## src/rtl/axi4_pkg.sv

```systemverilog
// Shared definitions for the AXI4 memory self-test traffic generator.
//   AXI_RESP_OKAY / AXI_BURST_INCR : AXI encodings used by the generator
//   tg_state_e                     : generator FSM state encoding
//   pattern_word()                 : 32-bit test pattern for one byte address
package axi4_pkg;

  localparam logic [1:0] AXI_RESP_OKAY  = 2'b00;
  localparam logic [1:0] AXI_BURST_INCR = 2'b01;

  typedef enum logic [2:0] {
    StIdle,
    StAw,
    StW,
    StB,
    StAr,
    StR,
    StDone
  } tg_state_e;

  // Data beats carry the beat's byte address XORed with a seed, replicated to the bus width.
  function automatic logic [31:0] pattern_word(input logic [31:0] addr,
                                               input logic [31:0] seed);
    return addr ^ seed;
  endfunction

endpackage

```

## src/rtl/axi4_rd_checker.sv

```systemverilog
// Read-back checker for the traffic generator: regenerates the expected beat, compares the
// returned beat and its flags, and keeps a saturating error count.
//   clk_i, rst_i    : clock, synchronous active-high reset
//   clr_i           : synchronous clear of the error count (new test start)
//   b_fire_i/bresp_i: write response handshake and response code
//   r_fire_i        : read beat handshake; rdata_i/rresp_i/rlast_i are its payload
//   beat_addr_i     : byte address of the current read beat
//   last_beat_i     : current beat is the last of its burst
//   err_cnt_o       : saturating error count
module axi4_rd_checker
  import axi4_pkg::*;
#(
  parameter int unsigned     ADDR_WIDTH = 32,
  parameter int unsigned     DATA_WIDTH = 64,
  parameter logic [31:0]     SEED       = 32'hA5A5_0000
) (
  input  logic                  clk_i,
  input  logic                  rst_i,
  input  logic                  clr_i,
  input  logic                  b_fire_i,
  input  logic [1:0]            bresp_i,
  input  logic                  r_fire_i,
  input  logic [DATA_WIDTH-1:0] rdata_i,
  input  logic [1:0]            rresp_i,
  input  logic                  rlast_i,
  input  logic [ADDR_WIDTH-1:0] beat_addr_i,
  input  logic                  last_beat_i,
  output logic [15:0]           err_cnt_o
);

  logic [DATA_WIDTH-1:0] exp_data;
  logic [2:0]            inc;
  logic [16:0]           sum;
  logic [15:0]           err_d, err_q;

  assign exp_data = {(DATA_WIDTH / 32){pattern_word(32'(beat_addr_i), SEED)}};

  // Each error source contributes at most one per beat; B and R never fire together.
  always_comb begin
    inc = '0;
    if (b_fire_i && (bresp_i != AXI_RESP_OKAY)) inc = inc + 3'd1;
    if (r_fire_i) begin
      if (rdata_i != exp_data)         inc = inc + 3'd1;
      if (rresp_i != AXI_RESP_OKAY)    inc = inc + 3'd1;
      if (rlast_i != last_beat_i)      inc = inc + 3'd1;
    end
  end

  assign sum   = {1'b0, err_q} + 17'(inc);
  assign err_d = sum[16] ? 16'hFFFF : sum[15:0];

  always_ff @(posedge clk_i) begin
    if (rst_i || clr_i) err_q <= '0;
    else                err_q <= err_d;
  end

  assign err_cnt_o = err_q;

endmodule

```

## src/rtl/axi4_traffic_gen.sv

```systemverilog
// AXI4 memory self-test master: writes NUM_BURSTS INCR bursts of an address-derived pattern,
// reads them back and checks them.
//   clk_25MHz, rst   : clock, synchronous active-high reset
//   calib_done       : memory path ready; start is honoured only while it is high
//   start            : level, sampled in idle/done
//   m_axi_aw*/w*/b*  : write address, data and response channels
//   m_axi_ar*/r*     : read address and data channels
//   busy/done/pass   : test status; err_cnt is the saturating error count
module axi4_traffic_gen
  import axi4_pkg::*;
#(
  parameter int unsigned           ADDR_WIDTH = 32,
  parameter int unsigned           DATA_WIDTH = 64,
  parameter int unsigned           BURST_LEN  = 16,
  parameter int unsigned           NUM_BURSTS = 4,
  parameter logic [ADDR_WIDTH-1:0] BASE_ADDR  = '0,
  parameter logic [31:0]           SEED       = 32'hA5A5_0000
) (
  input  logic                      clk_25MHz,
  input  logic                      rst,
  input  logic                      calib_done,
  input  logic                      start,
  output logic [ADDR_WIDTH-1:0]     m_axi_awaddr,
  output logic [7:0]                m_axi_awlen,
  output logic                      m_axi_awvalid,
  input  logic                      m_axi_awready,
  output logic [DATA_WIDTH-1:0]     m_axi_wdata,
  output logic [DATA_WIDTH/8-1:0]   m_axi_wstrb,
  output logic                      m_axi_wlast,
  output logic                      m_axi_wvalid,
  input  logic                      m_axi_wready,
  input  logic [1:0]                m_axi_bresp,
  input  logic                      m_axi_bvalid,
  output logic                      m_axi_bready,
  output logic [ADDR_WIDTH-1:0]     m_axi_araddr,
  output logic [7:0]                m_axi_arlen,
  output logic                      m_axi_arvalid,
  input  logic                      m_axi_arready,
  input  logic [DATA_WIDTH-1:0]     m_axi_rdata,
  input  logic [1:0]                m_axi_rresp,
  input  logic                      m_axi_rlast,
  input  logic                      m_axi_rvalid,
  output logic                      m_axi_rready,
  output logic                      busy,
  output logic                      done,
  output logic                      pass,
  output logic [15:0]               err_cnt
);

  localparam int unsigned           BYTES       = DATA_WIDTH / 8;
  localparam int unsigned           KW          = $clog2(NUM_BURSTS) + 1;
  localparam logic [7:0]            LEN_M1      = 8'(BURST_LEN - 1);
  localparam logic [KW-1:0]         LAST_K      = KW'(NUM_BURSTS - 1);
  localparam logic [ADDR_WIDTH-1:0] BURST_BYTES = ADDR_WIDTH'(BURST_LEN * BYTES);

  tg_state_e             state_q;
  logic                  awvalid_q, wvalid_q, bready_q, arvalid_q, rready_q;
  logic                  busy_q, done_q;
  logic [ADDR_WIDTH-1:0] burst_addr_q;
  logic [7:0]            beat_q;
  logic [KW-1:0]         k_q;

  logic                  launch, last_beat, last_burst, b_fire, r_fire;
  logic [ADDR_WIDTH-1:0] beat_addr;

  assign launch     = start && calib_done && (state_q == StIdle || state_q == StDone);
  assign last_beat  = (beat_q == LEN_M1);
  assign last_burst = (k_q == LAST_K);
  assign b_fire     = m_axi_bvalid && bready_q;
  assign r_fire     = m_axi_rvalid && rready_q;
  assign beat_addr  = burst_addr_q + (ADDR_WIDTH'(beat_q) * ADDR_WIDTH'(BYTES));

  always_ff @(posedge clk_25MHz) begin
    if (rst) begin
      state_q      <= StIdle;
      awvalid_q    <= 1'b0;
      wvalid_q     <= 1'b0;
      bready_q     <= 1'b0;
      arvalid_q    <= 1'b0;
      rready_q     <= 1'b0;
      busy_q       <= 1'b0;
      done_q       <= 1'b0;
      burst_addr_q <= '0;
      beat_q       <= '0;
      k_q          <= '0;
    end else begin
      unique case (state_q)
        StIdle, StDone: begin
          if (launch) begin
            state_q      <= StAw;
            busy_q       <= 1'b1;
            done_q       <= 1'b0;
            k_q          <= '0;
            beat_q       <= '0;
            burst_addr_q <= BASE_ADDR;
          end
        end
        StAw: begin
          // Valid rises the cycle after entry; payload is the held burst address.
          if (!awvalid_q) begin
            awvalid_q <= 1'b1;
          end else if (m_axi_awready) begin
            awvalid_q <= 1'b0;
            wvalid_q  <= 1'b1;
            state_q   <= StW;
          end
        end
        StW: begin
          if (wvalid_q && m_axi_wready) begin
            if (last_beat) begin
              wvalid_q <= 1'b0;
              beat_q   <= '0;
              bready_q <= 1'b1;
              state_q  <= StB;
            end else begin
              beat_q <= beat_q + 8'd1;
            end
          end
        end
        StB: begin
          if (b_fire) begin
            bready_q <= 1'b0;
            if (last_burst) begin
              k_q          <= '0;
              burst_addr_q <= BASE_ADDR;
              state_q      <= StAr;
            end else begin
              k_q          <= k_q + KW'(1);
              burst_addr_q <= burst_addr_q + BURST_BYTES;
              state_q      <= StAw;
            end
          end
        end
        StAr: begin
          if (!arvalid_q) begin
            arvalid_q <= 1'b1;
          end else if (m_axi_arready) begin
            arvalid_q <= 1'b0;
            rready_q  <= 1'b1;
            state_q   <= StR;
          end
        end
        StR: begin
          // Burst ends on the beat count, not on rlast; a bad rlast is only counted.
          if (r_fire) begin
            if (last_beat) begin
              rready_q <= 1'b0;
              beat_q   <= '0;
              if (last_burst) begin
                busy_q  <= 1'b0;
                done_q  <= 1'b1;
                state_q <= StDone;
              end else begin
                k_q          <= k_q + KW'(1);
                burst_addr_q <= burst_addr_q + BURST_BYTES;
                state_q      <= StAr;
              end
            end else begin
              beat_q <= beat_q + 8'd1;
            end
          end
        end
        default: state_q <= StIdle;
      endcase
    end
  end

  axi4_rd_checker #(
    .ADDR_WIDTH (ADDR_WIDTH),
    .DATA_WIDTH (DATA_WIDTH),
    .SEED       (SEED)
  ) u_rd_checker (
    .clk_i       (clk_25MHz),
    .rst_i       (rst),
    .clr_i       (launch),
    .b_fire_i    (b_fire),
    .bresp_i     (m_axi_bresp),
    .r_fire_i    (r_fire),
    .rdata_i     (m_axi_rdata),
    .rresp_i     (m_axi_rresp),
    .rlast_i     (m_axi_rlast),
    .beat_addr_i (beat_addr),
    .last_beat_i (last_beat),
    .err_cnt_o   (err_cnt)
  );

  assign m_axi_awaddr  = burst_addr_q;
  assign m_axi_awlen   = LEN_M1;
  assign m_axi_awvalid = awvalid_q;
  assign m_axi_wdata   = {(DATA_WIDTH / 32){pattern_word(32'(beat_addr), SEED)}};
  assign m_axi_wstrb   = '1;
  assign m_axi_wlast   = wvalid_q && last_beat;
  assign m_axi_wvalid  = wvalid_q;
  assign m_axi_bready  = bready_q;
  assign m_axi_araddr  = burst_addr_q;
  assign m_axi_arlen   = LEN_M1;
  assign m_axi_arvalid = arvalid_q;
  assign m_axi_rready  = rready_q;
  assign busy          = busy_q;
  assign done          = done_q;
  assign pass          = done_q && (err_cnt == 16'd0);

endmodule

```

## config.mk

```make
export PLATFORM = sky130hd
export DESIGN_NAME = axi4_traffic_gen
export DESIGN_NICKNAME = d
export VERILOG_FILES = /design/src/rtl/axi4_pkg.sv /design/src/rtl/axi4_rd_checker.sv /design/src/rtl/axi4_traffic_gen.sv
export SDC_FILE = /design/constraint.sdc
export NUM_CORES = 1
export LEC_CHECK = 0
export CAP_MARGIN = 25
export CORE_ASPECT_RATIO = 1.1
export CORE_MARGIN = 5
export CORE_UTILIZATION = 44
export DETAILED_ROUTE_END_ITERATION = 8
export PLACE_DENSITY = 0.79
export SLEW_MARGIN = 20
export SYNTH_ARGS = -nofsm -noshare
export SYNTH_HDL_FRONTEND = slang
export SYNTH_SLANG_ARGS = --single-unit
```

## constraint.sdc

```tcl
create_clock -name clk_25MHz -period 8.1 [get_ports clk_25MHz]
set_input_delay 1.62 -clock clk_25MHz [delete_from_list [all_inputs] [get_ports clk_25MHz]]
set_output_delay 1.62 -clock clk_25MHz [all_outputs]
set_load 0.01 [all_outputs]
```

==> results of run 1 <==
-- worst max-delay path, cell delays in order --
cell,delay (ns)
clkdlybuf4s50_1,0.41
or3_1,0.35
a222oi_1,0.42
o211a_1,0.24
o2111ai_1,0.10
a2111oi_0,0.41
nand4_1,0.16
or4_1,0.56
ha_1,0.32
xnor2_1,0.28
ha_1,0.19
nor2b_1,0.15
xnor2_1,0.14
nor2_1,0.06
ha_1,0.32
a21o_1,0.12
nand2_1,0.09
nor3_1,0.22
nand2_1,0.17
nor2_1,0.17
nand3_1,0.39
a21oi_1,0.27
-- through the flow --
| stage | util [%] | power (mW) | instance area, um2 | hold slack [ns] |
|---|---|---|---|---|
| 3_3_place_gp | 56.01 | 0.8366 | 7370 | 0.4795 |
| 4_1_cts | 58.53 | 1.283 | 7701 | 0.5174 |
| 5_1_grt | 58.53 | 1.352 | 7701 | 0.5569 |
| 2_1_floorplan | - | 0.7121 | 6017 | 0.4676 |
| 3_5_place_dp | 56.01 | 0.8406 | 7370 | 0.4946 |
| 6_report | 58.53 | 1.281 | 7701 | 0.5148 |
-- state kept, by name, indices dropped and copies added (netlist names), 3 cells and up --
register / count
state_q: 3
k_q: 3
u_rd_checker.err_cnt_o: 16
beat_q: 8
m_axi_araddr: 25
-- final cells by class --
| cell class | instances | area [um2] |
|---|---|---|
| Multi-Input combinational cell | 582 | 3750 |
| Clock inverter | 4 | 95.09 |
| Sequential cell | 62 | 1241 |
| Timing Repair Buffer | 211 | 2110 |
| Inverter | 18 | 67.56 |
| Fill cell | 1211 | 5456 |
| Clock buffer | 12 | 236.5 |
| Tap cell | 161 | 201.4 |
-- metal layers --
layer / share of wire [%] / GRT usage [%]
met5: 0 / 0
met4: 1.7 / 6.806
met3: 8.8 / 5.553
met2: 49 / 38.86
met1: 40 / 26.69
-- cells by family (layout without fill, tap and decap cells) --
group           count (synthesis)  count (layout)
simple gates                  307             307
fa+ha+maj                      17              17
compound gates                129             129
other cells                     2              44
xor+xnor                       66              66
flops                          62              62
buf+inv                       159             245
mux                            19              19
-- cells in the mapped netlist (5+ instances only) --
| master | count | area, um2 |
|---|---|---|
| nor4_1 | 25 | 156.4 |
| a21oi_1 | 32 | 160.2 |
| nand4_1 | 16 | 100.1 |
| xor2_1 | 25 | 219.0 |
| clkbuf_1 | 16 | 60.06 |
| xnor2_1 | 37 | 324.1 |
| a21o_1 | 5 | 37.54 |
| inv_1 | 17 | 63.81 |
| dfxtp_1 | 62 | 1241 |
| nand3_1 | 27 | 135.1 |
| nand2b_1 | 5 | 31.28 |
| nor2_1 | 77 | 289.0 |
| and3_1 | 14 | 87.58 |
| ha_1 | 16 | 200.2 |
| and2_1 | 10 | 62.56 |
| nor3_1 | 34 | 170.2 |
| o22ai_1 | 5 | 31.28 |
| buf_4 | 103 | 773.2 |
| buf_2 | 12 | 60.06 |
| a211oi_1 | 6 | 45.04 |
| or3_1 | 11 | 68.82 |
| o21ai_0 | 15 | 75.07 |
| mux2i_1 | 17 | 170.2 |
| nand2_1 | 47 | 176.4 |
| or2_2 | 5 | 31.28 |
-- worst paths after layout --
kind	from	to	slack, ns	cells past startpoint
worst max register to register	m_axi_araddr[8]	u_rd_checker.err_cnt_o[8]	1.67	22
worst min register to register	busy	busy	0.51	2
worst min-delay path	busy	busy	0.51	2
worst max-delay path	m_axi_rdata[3]	u_rd_checker.err_cnt_o[8]	1.20	22
-- power by group through the flow --
stage                     logic [mW]  registers [mW]  clock network (mW)
after floorplan                0.353           0.359                   0
after global placement         0.451           0.385                   0
after detailed placement       0.455           0.386                   0
after CTS                      0.460           0.380               0.443
after global routing           0.508           0.388               0.455
final                          0.460           0.381               0.441
==> results.json, run 1 <==
{
  "outcome": "complete, no violations",
  "clk_latency_ns": 0.33,
  "worst_slew_pin_slew_ns": 1.057,
  "fin_crit_ns": 6.895,
  "relSlewSlack_pct": 29.56,
  "grt_antenna_before_repair": 0,
  "hold_buffers": 0,
  "start_util_pct": 44.53,
  "ys_seq_area_share_pct": 21.18,
  "pre_cts_ws_ns": 0.8596,
  "synth-edff-count": 0,
  "grtUsageTotal_pct": 22.09,
  "period_share_pct": 85.13,
  "cts_buffers": 9,
  "synth-compound-area-share_pct": 15.70,
  "ys_types": 87,
  "cts_tree": "done",
  "peakVddDrop_mv": 0.2059,
  "synth_fa_ha_area_share_pct": 3.758,
  "max_freq_mhz": 145.0,
  "syn_inst": 761,
  "antennaDiodeCount": 0,
  "sw_frac_of_total_pct": 35.63,
  "rsz0062_at_grt": "no",
  "rows": 44,
  "clockBufferDepth": 2,
  "path_class": "input pin to flop",
  "clk_pin_slew_ns": 0.05,
  "totalWireLength_um": 18290,
  "synthMuxAreaShare_pct": 3.288,
  "numClockSinks": 62,
  "vias": 5845,
  "cts_max_level": 3,
  "drv_slew": 0,
  "numPortBuffers": 210,
  "die_h_um": 131.0,
  "synthXorXnorAreaFrac_pct": 10.48,
  "seqPwrFrac_pct": 29.7,
  "coreArea_mm2": 0.01316,
  "worstSetupEndpointType": "flop",
  "cts_setup_buffers": 0,
  "worstPathMaxFanout": 13,
  "grt_pass1_wl_um": 27780,
  "route.detailed.drc": 0,
  "dpl.hpwl_um": 14160,
  "ys.flop_type": "dfxtp_1",
  "p_comb_share_pct": 35.9,
  "place_congestion": 0.9193,
  "syn_area_mm2": 0.005859,
  "fin_ws_ns": 1.205,
  "finalHoldViolations": 0,
  "p_sw_uw": 456.6,
  "ys_warn_count": 0,
  "grt_pass1_vias": 5299,
  "cp.required_ns": 8.36,
  "placedCellCount": 1034,
  "p_int_uw": 824.8,
  "fin_skew_ns": 0.004254,
  "synth_top_family_by_area": "simple AND/OR/NAND/NOR gates",
  "maxCapViolCount": 0,
  "drt-pass1-iter-count": 5,
  "num-nets-final": 979,
  "power_density_mw_per_mm2": 166.4,
  "grt_max_degree": 36,
  "layout_commonest_cell": "clkdlybuf4s50_1",
  "syn_avg_cell_area_um2": 7.700,
  "ant_nets": 0,
  "drive_gt1_share_pct": 5.174,
  "grt_overflow_total": 0,
  "async_reset_ff_share_pct": 0,
  "hp-class": "flop to flop",
  "p_clk_share_pct": 34.4,
  "mostFrequentLayoutCells": "clkdlybuf4s50_1, nor2_1, dfxtp_1",
  "chipWidth_um": 120.0,
  "dieArea_mm2": 0.01573,
  "cp.arrival_ns": 7.15,
  "viasPerCell": 5.567,
  "start_kind": "input pin",
  "fin_setup_tns_ns": 0,
  "clockRootBuffer": "clkbuf_16",
  "setup_viol": 0,
  "wl_per_cell_um": 17.42,
  "ys_seq_elements": 62,
  "cts-resized-gates": 0,
  "synth-simple-area-share_pct": 27.95,
  "synthToLayoutAreaGrowth_pct": 31.43,
  "drt_iter0_drc": 379,
  "instances_no_fill": 1050,
  "power.leakage_nw": 2.776,
  "boundaryPins": 255
}
Power figures use the tool's default switching activity.
==> run 2, diff against run 1 <==
--- a/config.mk
+++ b/config.mk
@@ -5,12 +5,13 @@
 export SDC_FILE = /design/constraint.sdc
 export NUM_CORES = 1
 export LEC_CHECK = 0
+export ABC_AREA = 1
 export CAP_MARGIN = 25
 export CORE_ASPECT_RATIO = 1.1
 export CORE_MARGIN = 5
-export CORE_UTILIZATION = 44
+export CORE_UTILIZATION = 48
 export DETAILED_ROUTE_END_ITERATION = 8
-export PLACE_DENSITY = 0.79
+export PLACE_DENSITY = 0.85
 export SLEW_MARGIN = 20
 export SYNTH_ARGS = -nofsm -noshare
 export SYNTH_HDL_FRONTEND = slang
==> constraint.sdc (replaced) <==
create_clock -name clk_25MHz -period 8.6 [get_ports clk_25MHz]
set_input_delay 1.72 -clock clk_25MHz [delete_from_list [all_inputs] [get_ports clk_25MHz]]
set_output_delay 1.72 -clock clk_25MHz [all_outputs]
set_load 0.01 [all_outputs]
==> run 2 against run 1 <==
Cell area is 4.6% higher. Highest routed layer unchanged. Total power increased by 5.1%. Combinational power up 18%. Wire length shrank 3.5%. First-iteration DRC count down 12%. Synthesized area is 2.9% higher. Cell count up 24%. Core utilization increased by 6.0 points.
==> results.json, run 2 <==
{
  "outcome": "complete, no violations",
  "period_share_pct": 67.89,
  "viasPerCell": 4.916,
  "cts-resized-gates": 0,
  "syn_avg_cell_area_um2": 6.111,
  "fin_area_mm2": 0.008054,
  "min_to": "m_axi_awvalid",
  "rows": 43,
  "grtUsageMet3_pct": 3.553,
  "cp.required_ns": 8.88,
  "ff_latch_area_mm2": 0.001241,
  "nFillCells": 1171,
  "ant_nets": 0,
  "worstReg2RegStart": "m_axi_araddr[10]",
  "fin_skew_ns": 0.004486,
  "die_h_um": 127.6,
  "place_congestion": 0.9545,
  "clk_latency_ns": 0.33,
  "mostFrequentLayoutCells": "nand2_1, clkdlybuf4s50_1, inv_1",
  "worstSetupEndpointType": "flop",
  "worst_slew_pin_slew_ns": 0.6523,
  "ys_types": 45,
  "grt_max_degree": 16,
  "vias": 6405,
  "cts_tree": "done",
  "grt_antenna_before_repair": 0,
  "grt_use_met2_pct": 42.02,
  "async_reset_ff_share_pct": 0,
  "rsz0062_at_grt": "no",
  "hold_buffers": 0,
  "cts_setup_buffers": 0,
  "boundaryPins": 255,
  "synth.top_cells.by_count": "nand2_1, inv_1, buf_4, nor2_1, nand3_1",
  "numPortBuffers": 210,
  "crit_path_max_incr_delay_ns": 0.47,
  "grt_overflow_total": 0,
  "r2r_slack_ns": 3.16,
  "relSlewSlack_pct": 56.50,
  "fin_crit_ns": 5.838,
  "r2r-end": "u_rd_checker.err_cnt_o[15]",
  "clockRootBuffer": "clkbuf_16",
  "hp-start": "m_axi_awvalid",
  "grt_pass1_wl_um": 27760,
  "cp.arrival_ns": 6.12,
  "ys.flop_type": "dfxtp_1",
  "fin_setup_tns_ns": 0,
  "maxCapViolCount": 0,
  "synthToLayoutAreaGrowth_pct": 33.52,
  "ys_seq_elements": 62,
  "power.leakage_nw": 3.627,
  "fin_ws_ns": 2.762,
  "drt_iter0_drc": 334,
  "clk_pin_slew_ns": 0.05,
  "route.detailed.drc": 0,
  "dpl.hpwl_um": 14400,
  "fin_util_pct": 64.52,
  "total_power_mw": 1.347,
  "layout_commonest_cell": "nand2_1",
  "worst_hold_path.num_cells": 2,
  "pre_cts_ws_ns": 2.439,
  "instances_no_fill": 1303,
  "coreArea_mm2": 0.01248,
  "path_class": "input pin to flop",
  "yosysTopAreaCell": "dfxtp_1",
  "wl_per_cell_um": 13.54,
  "grt_pass1_vias": 6059,
  "drv_slew": 0,
  "cts_max_level": 3,
  "r2r_cells": 34,
  "ys_warn_count": 0,
  "max_freq_mhz": 171.3,
  "hold_slack_ns": 0.4850,
  "peakVddDrop_mv": 0.1802,
  "ys_top_cells_by_area": "dfxtp_1, nand2_1, buf_4",
  "antennaDiodeCount": 0,
  "chipWidth_um": 116.9,
  "start_util_pct": 48.33,
  "drt-pass1-iter-count": 5,
  "cts_buffers": 9,
  "totalWireLength_um": 17640,
  "place_area_mm2": 0.007691,
  "synth_top_area_share_pct": 20.58,
  "grtUsageTotal_pct": 23.00,
  "drive_gt1_share_pct": 7.592,
  "placedCellCount": 1287,
  "start_kind": "input pin",
  "gr-usage-met1_pct": 25.58,
  "largest_register_ff_count": 25,
  "hp-class": "flop to flop",
  "synth-edff-count": 0,
  "dieArea_mm2": 0.01491,
  "finalHoldViolations": 0,
  "ys_seq_area_share_pct": 20.58,
  "numClockSinks": 62,
  "num-nets-final": 1236,
  "power_density_mw_per_mm2": 167.2,
  "syn_area_mm2": 0.006032,
  "setup_viol": 0,
  "path_common_cell": "nand2_1",
  "busiest_layer": "met2",
  "worstPathMaxFanout": 8,
  "synth.most_common_cell": "nand2_1",
  "syn_inst": 987,
  "multiInputGateArea_mm2": 0.003591,
  "clockBufferDepth": 2,
  "slowest_stage": "clkdlybuf4s50_1"
}
run 2: changes by cell type after synthesis, sizes merged, moves of 11 or more:
cell / delta
or3: -11
o21ai: +14
nand2: +215
mux2i: -17
nor4: -22
nand3: +53
a21oi: +18
and3: -15
xnor2: -32
nor2: +42
buf: -16
clkbuf: -16
inv: +130
run 2: cell families (layout without fill, tap and decap cells):
kind of cell	count (synthesis)	in the layout	synth area share (%)
other cells	2	44	0.1245
compound gates	98	98	9.148
flops	62	62	20.58
xor+xnor	26	26	3.900
buf+inv	258	375	22.51
fa+ha+maj	17	17	3.651
simple gates	524	524	40.10
run 2: power by group:
part | internal (mW) | leakage [nW] | switching [mW]
registers | 0.319 | 0.501 | 0.0360
logic | 0.210 | 2.95 | 0.334
clock network | 0.312 | 0.177 | 0.135
total | 0.842 | 3.63 | 0.505
run 2: final cells by class:
type                       count  area share (%)
multi-input combinational    709           44.59
clock inverter                 6           1.662
inverter                     149           6.960
tap                          157           2.439
sequential                    62           15.41
timing repair buffer         210           26.10
clock buffer                  10           2.843
run 2: metal layers:
| layer | wire length (um) | vias to the layer above |
|---|---|---|
| li1 | - | 3278 |
| met1 | 6934 | 2824 |
| met3 | 1253 | 48 |
| met4 | 671 | 0 |
| met5 | 0 | - |
| met2 | 8785 | 255 |
run 2: worst max-delay path, delay by kind of cell:
family,cells,cell delay (ns)
simple gates,22,2.34
buf+inv,6,0.88
compound gates,1,0.07
xor+xnor,1,0.26
fa+ha+maj,3,0.84
run 2: worst max path at each step:
stage,from,endpoint,slack [ns],depth (start not counted)
after floorplan,m_axi_rdata[32],u_rd_checker.err_cnt_o[15],3.45,31
after global placement,m_axi_rdata[35],u_rd_checker.err_cnt_o[15],2.58,33
after detailed placement,m_axi_rdata[35],u_rd_checker.err_cnt_o[15],2.44,33
after CTS,m_axi_rdata[35],u_rd_checker.err_cnt_o[15],2.75,33
after global routing,m_axi_rdata[35],u_rd_checker.err_cnt_o[15],2.19,33
final,m_axi_rdata[35],u_rd_checker.err_cnt_o[15],2.76,33
==> patch 1: new RTL, settings of run 2 <==
Encoding of `tg_state_e`: now Gray code (3 bits for 7 states).
--- a/src/rtl/axi4_pkg.sv
+++ b/src/rtl/axi4_pkg.sv
@@ -8,13 +8,13 @@
   localparam logic [1:0] AXI_BURST_INCR = 2'b01;
 
   typedef enum logic [2:0] {
-    StIdle,
-    StAw,
-    StW,
-    StB,
-    StAr,
-    StR,
-    StDone
+    StIdle = 3'b000,
+    StAw   = 3'b001,
+    StW    = 3'b011,
+    StB    = 3'b010,
+    StAr   = 3'b110,
+    StR    = 3'b111,
+    StDone = 3'b101
   } tg_state_e;
 
   // Data beats carry the beat's byte address XORed with a seed, replicated to the bus width.
Formal check against the unedited RTL: same outputs for any inputs over 10 cycles, from zero or initial values and one cycle with rst high; not proved beyond that.
==> patch 1 against run 2 <==
Register-to-register slack gained 0.22 ns. Routed wire length rose by 3.0%. Clock power is 24% lower. Maximum frequency increased by 1.2%. Design area shrank 0.82%. Sequential cell count did not move. Clock skew fell by 0.0013 ns. Synthesized area rose by 0.25%. Total power fell by 25%. Final cell count up 2.5%. Worst setup slack improved by 0.069 ns.
==> patch 1: results (changes against run 2) <==
placed cell areas 7710 µm² (was 7690 µm²); number of global-route vias before repair 6154 (was 6059); post-route non-filler standard cell count 1336 (was 1303); PortBufs 210 (unchanged); Post-synth ARST share 0% (unchanged); Largest register FFs 25 (unchanged); vias 6638 (was 6405); pin count of the biggest net entering global routing 17 (was 16); Least-Margin Pin Slew 0.530 ns (was 0.652 ns); peak supply drop 103 µV (was 180 µV); Clock Latency Late Sink 0.33 ns (about the same); Post-Synth XOR/XNOR Area 4.14% (was 3.90%); Post-CTS Resized 0 (unchanged); total wire length 18200 µm (was 17600 µm); H-tree Lvls 3 (unchanged); leakage power 3.53 nW (was 3.63 nW); Post-Synth Adder-Cell Area 3.43% (was 3.65%); max incr delay on CP 0.47 ns (about the same); Synth Area in Compound Gates 9.23% (was 9.15%); Hold WC Path Type flip-flop to flip-flop (unchanged); Inserted Clock Buffers 9 (unchanged); Setup WS pre-CTS 2.50 ns (was 2.44 ns); share of cells above drive strength 1 5.26% (was 7.59%); count of cell types in the netlist 44 (was 45); first-pass GRT wire length 28800 µm (was 27800 µm); placer congestion estimate 0.956 (was 0.955); Sw Ratio 36.0% (was 37.5%); DRT Pass-1 Iters 5 (unchanged); YS warnings 0 (unchanged); outcome complete, no violations (unchanged); CP arrival 6.03 ns (was 6.12 ns); Post-synth top cells nand2_1 (273), inv_1 (137), nor2_1 (124) (was nand2_1 (243), inv_1 (134), buf_4 (103)); Syn Inst Count 1019 (was 987); CTS Root Cell clkbuf_16 (unchanged); initial antenna violation count 1 (was 0); Clock Skew 0.00323 ns (was 0.00449 ns); post-synthesis mux area share 0% (unchanged); sequential share of the synthesized area 20.5% (was 20.6%); dominant cells by area after synthesis dfxtp_1 (21%), nand2_1 (17%), buf_4 (13%) (was dfxtp_1 (21%), nand2_1 (15%), buf_4 (13%)); total gr overflow 0 (unchanged); number of DRC markers in iteration 0 558 (was 334); CP top delay family simple AND/OR/NAND/NOR gates (unchanged); Clock group 0.000339 W (was 0.000447 W); CTS Buffer Depth 2 (unchanged); post-layout net count 1269 (was 1236); DP Wirelength 14900 µm (was 14400 µm); CP max FO 7 (was 8); Worst-path clk slew 0.05 ns (about the same); comb pwr 0.000339 W (was 0.000545 W); buffer count from post-CTS setup fixing 0 (unchanged); Most used DFF post-synth dfxtp_1 (unchanged); Tot GR Track Use 23.9% (was 23.0%); Worst path slowest cell clkdlybuf4s50_1 (unchanged)
## patch 1: cell families after synthesis
| family | after synthesis |
|---|---|
| xor+xnor | 27 |
| other cells | 2 |
| simple gates | 553 |
| fa+ha+maj | 16 |
| flops | 62 |
| buf+inv | 260 |
| compound gates | 99 |
## patch 1: through the flow
step	total power (W)	util [%]
final	0.00101	64.0
after global routing	0.00106	64.0
after CTS	0.00101	64.0
after detailed placement	0.000669	61.8
after global placement	0.000662	61.8
after floorplan	0.000581	-
## patch 1: final cells by class
type / count / area, µm²
Inverter: 153 / 574
Clock buffer: 11 / 253
Fill cell: 1207 / 4490
Antenna cell: 1 / 2.50
Timing Repair Buffer: 210 / 2100
Tap cell: 157 / 196
Multi-Input combinational cell: 739 / 3600
Clock inverter: 3 / 21.3
Sequential cell: 62 / 1240
## patch 1: worst paths after layout
path | startpoint | endpoint | slack [ns] | cells after the start
worst max-delay path | m_axi_rdata[6] | u_rd_checker.err_cnt_o[2] | 2.83 | 29
worst max register to register | m_axi_araddr[7] | u_rd_checker.err_cnt_o[2] | 3.38 | 29
worst min register to register | m_axi_arvalid | m_axi_arvalid | 0.49 | 2
worst min-delay path | m_axi_arvalid | m_axi_arvalid | 0.49 | 2
## patch 1: routing by layer
layer / up-vias / share of wire [%] / track usage (%)
li1: 3371 / - / -
met1: 2958 / 41 / 31.3
met2: 276 / 48 / 40.0
met3: 33 / 8.0 / 3.49
met4: 0 / 2.5 / 8.10
met5: - / 0 / 0
## patch 1: worst min-delay path: stages (launching register included)
cell     delay (ns)
dfxtp_1        0.33
nand2_1        0.07
a21oi_1        0.05
==> patch 2: new RTL, config.mk and constraints of run 2 <==
Made on the original files. Set the parameter `NUM_BURSTS` to 8 (it was 4).
--- a/src/rtl/axi4_traffic_gen.sv
+++ b/src/rtl/axi4_traffic_gen.sv
@@ -12,7 +12,7 @@
   parameter int unsigned           ADDR_WIDTH = 32,
   parameter int unsigned           DATA_WIDTH = 64,
   parameter int unsigned           BURST_LEN  = 16,
-  parameter int unsigned           NUM_BURSTS = 4,
+  parameter int unsigned           NUM_BURSTS = 8,
   parameter logic [ADDR_WIDTH-1:0] BASE_ADDR  = '0,
   parameter logic [31:0]           SEED       = 32'hA5A5_0000
 ) (
Formal check against the unedited RTL: no difference found for any inputs over 10 cycles, from zero or initial values and one cycle with rst high; that may be too few to reach the edited logic, so the function may still have changed.
==> patch 2 against run 2 <==
Routed wire length grew 2.2%. Synthesized area grew 0.41%. Total power shrank 5.9%. Clock power shrank 20%. Combinational power grew 2%. Design area shrank 0.76%. Sequential cell count grew 1. First-iteration DRC count shrank 3.0%. Worst setup slack lost 0.29 ns. Critical endpoint is now u_rd_checker.err_cnt_o[12].
==> patch 2: results (changes against run 2) <==
vias 6497 (was 6405); Clock Skew 0.00520 ns (was 0.00449 ns); FF-to-FF path depth 29 (was 34); Avg Synthesized Cell Area 6.07 µm² (was 6.11 µm²); Rel. slew slack 65.7% (was 56.5%); Crit Reg-Reg Endpoint u_rd_checker.err_cnt_o[12] (was u_rd_checker.err_cnt_o[15]); total wire length 18000 µm (was 17600 µm); number of global-route vias before repair 5973 (was 6059); final worst path period need 6.13 ns (was 5.84 ns); DP Wirelength 14900 µm (was 14400 µm); first-pass GRT wire length 27800 µm (about the same); end point of the critical path u_rd_checker.err_cnt_o[12] (was u_rd_checker.err_cnt_o[15]); Post-synth top cells nand2_1 (258), inv_1 (129), nor2_1 (105) (was nand2_1 (243), inv_1 (134), buf_4 (103)); CTS Buffer Depth 2 (unchanged); CTS Root Cell clkbuf_16 (unchanged); peak supply drop 170 µV (was 180 µV); R2R Setup Slk 3.16 ns (about the same); sequential share of the synthesized area 20.8% (was 20.6%); pin count of the biggest net entering global routing 20 (was 16); Setup crit start m_axi_rdata[6] (was m_axi_rdata[35]); post-route non-filler standard cell count 1314 (was 1303); Worst R2R Start m_axi_araddr[10] (unchanged); Hold Crit Depth 1 (was 2); count of cell types in the netlist 41 (was 45); placer congestion estimate 0.939 (was 0.955); outcome complete, no violations (unchanged)
==> patch 2: changes by cell type after synthesis, moves of 5 or more <==
cell / change
nor3_1: -9
nand3_1: -10
nand4_1: +5
nand2_1: +15
inv_1: -5
nor2_4: -5
nand2_2: +8
o21a_1: -5
nor2_2: +5
o21ai_1: +8
==> patch 2: cell type report <==
cell class	count	area [µm²]
clock buffer	12	246
tap	157	196
inverter	142	536
fill	1148	4490
multi-input combinational	726	3610
clock inverter	4	45.0
timing repair buffer	210	2100
sequential	63	1260
==> patch 2: how the worst min path moves through the flow <==
stage / start / to / slack (ns)
finish: k_q[3] / k_q[3] / 0.46
detailed placement: k_q[3] / k_q[3] / 0.44
CTS: k_q[3] / k_q[3] / 0.46
floorplan: k_q[3] / k_q[3] / 0.42
global placement: k_q[3] / k_q[3] / 0.44
global route: k_q[3] / k_q[3] / 0.48
==> patch 2: through the flow <==
| step | total power, W | setup WS [ns] | area (µm²) | hold WS [ns] |
|---|---|---|---|---|
| global route | 0.00136 | 1.87 | 7990 | 0.483 |
| finish | 0.00127 | 2.47 | 7990 | 0.456 |
| floorplan | 0.000784 | 3.42 | 6210 | 0.422 |
| detailed placement | 0.000908 | 2.17 | 7700 | 0.444 |
| CTS | 0.00128 | 2.48 | 7990 | 0.457 |
| global placement | 0.000900 | 2.46 | 7700 | 0.440 |
==> patch 2: logic make-up after synthesis <==
family / count (synthesis) / synth area share, %
and+or+nand+nor: 538 / 40.4
buffers and inverters: 251 / 22.2
AOI/OAI and AO/OA: 104 / 9.61
DFF: 63 / 20.8
xor gates and xnor gates: 25 / 3.61
adders and majority gates: 15 / 3.22
other: 2 / 0.124
==> patch 2: worst register-to-register path, delay by kind of cell, from the launching register on <==
kind / cells / cell delay, ns
buf+inv: 3 / 0.46
flops: 1 / 0.45
xor+xnor: 1 / 0.26
fa+ha+maj: 4 / 1.36
simple gates: 18 / 2.08
compound gates: 3 / 0.72
==> patch 2: report_power, final <==
part           total, W  switching, W  leakage (nW)  internal (W)
logic          0.000554      0.000347          2.91      0.000207
clock network  0.000359      0.000128         0.146      0.000231
registers      0.000355     0.0000322         0.509      0.000323
==> patch 2: routing by layer <==
layer  routed length (µm)  up-vias  part of all wire, %  GRT usage, %
met3                 1480       55                  8.2          4.86
met4                  680        0                  3.8          10.5
met5                    0        -                    0             0
li1                     -     3330                    -             -
met1                 7000     2837                   39          26.2
met2                 8870      275                   49          41.0
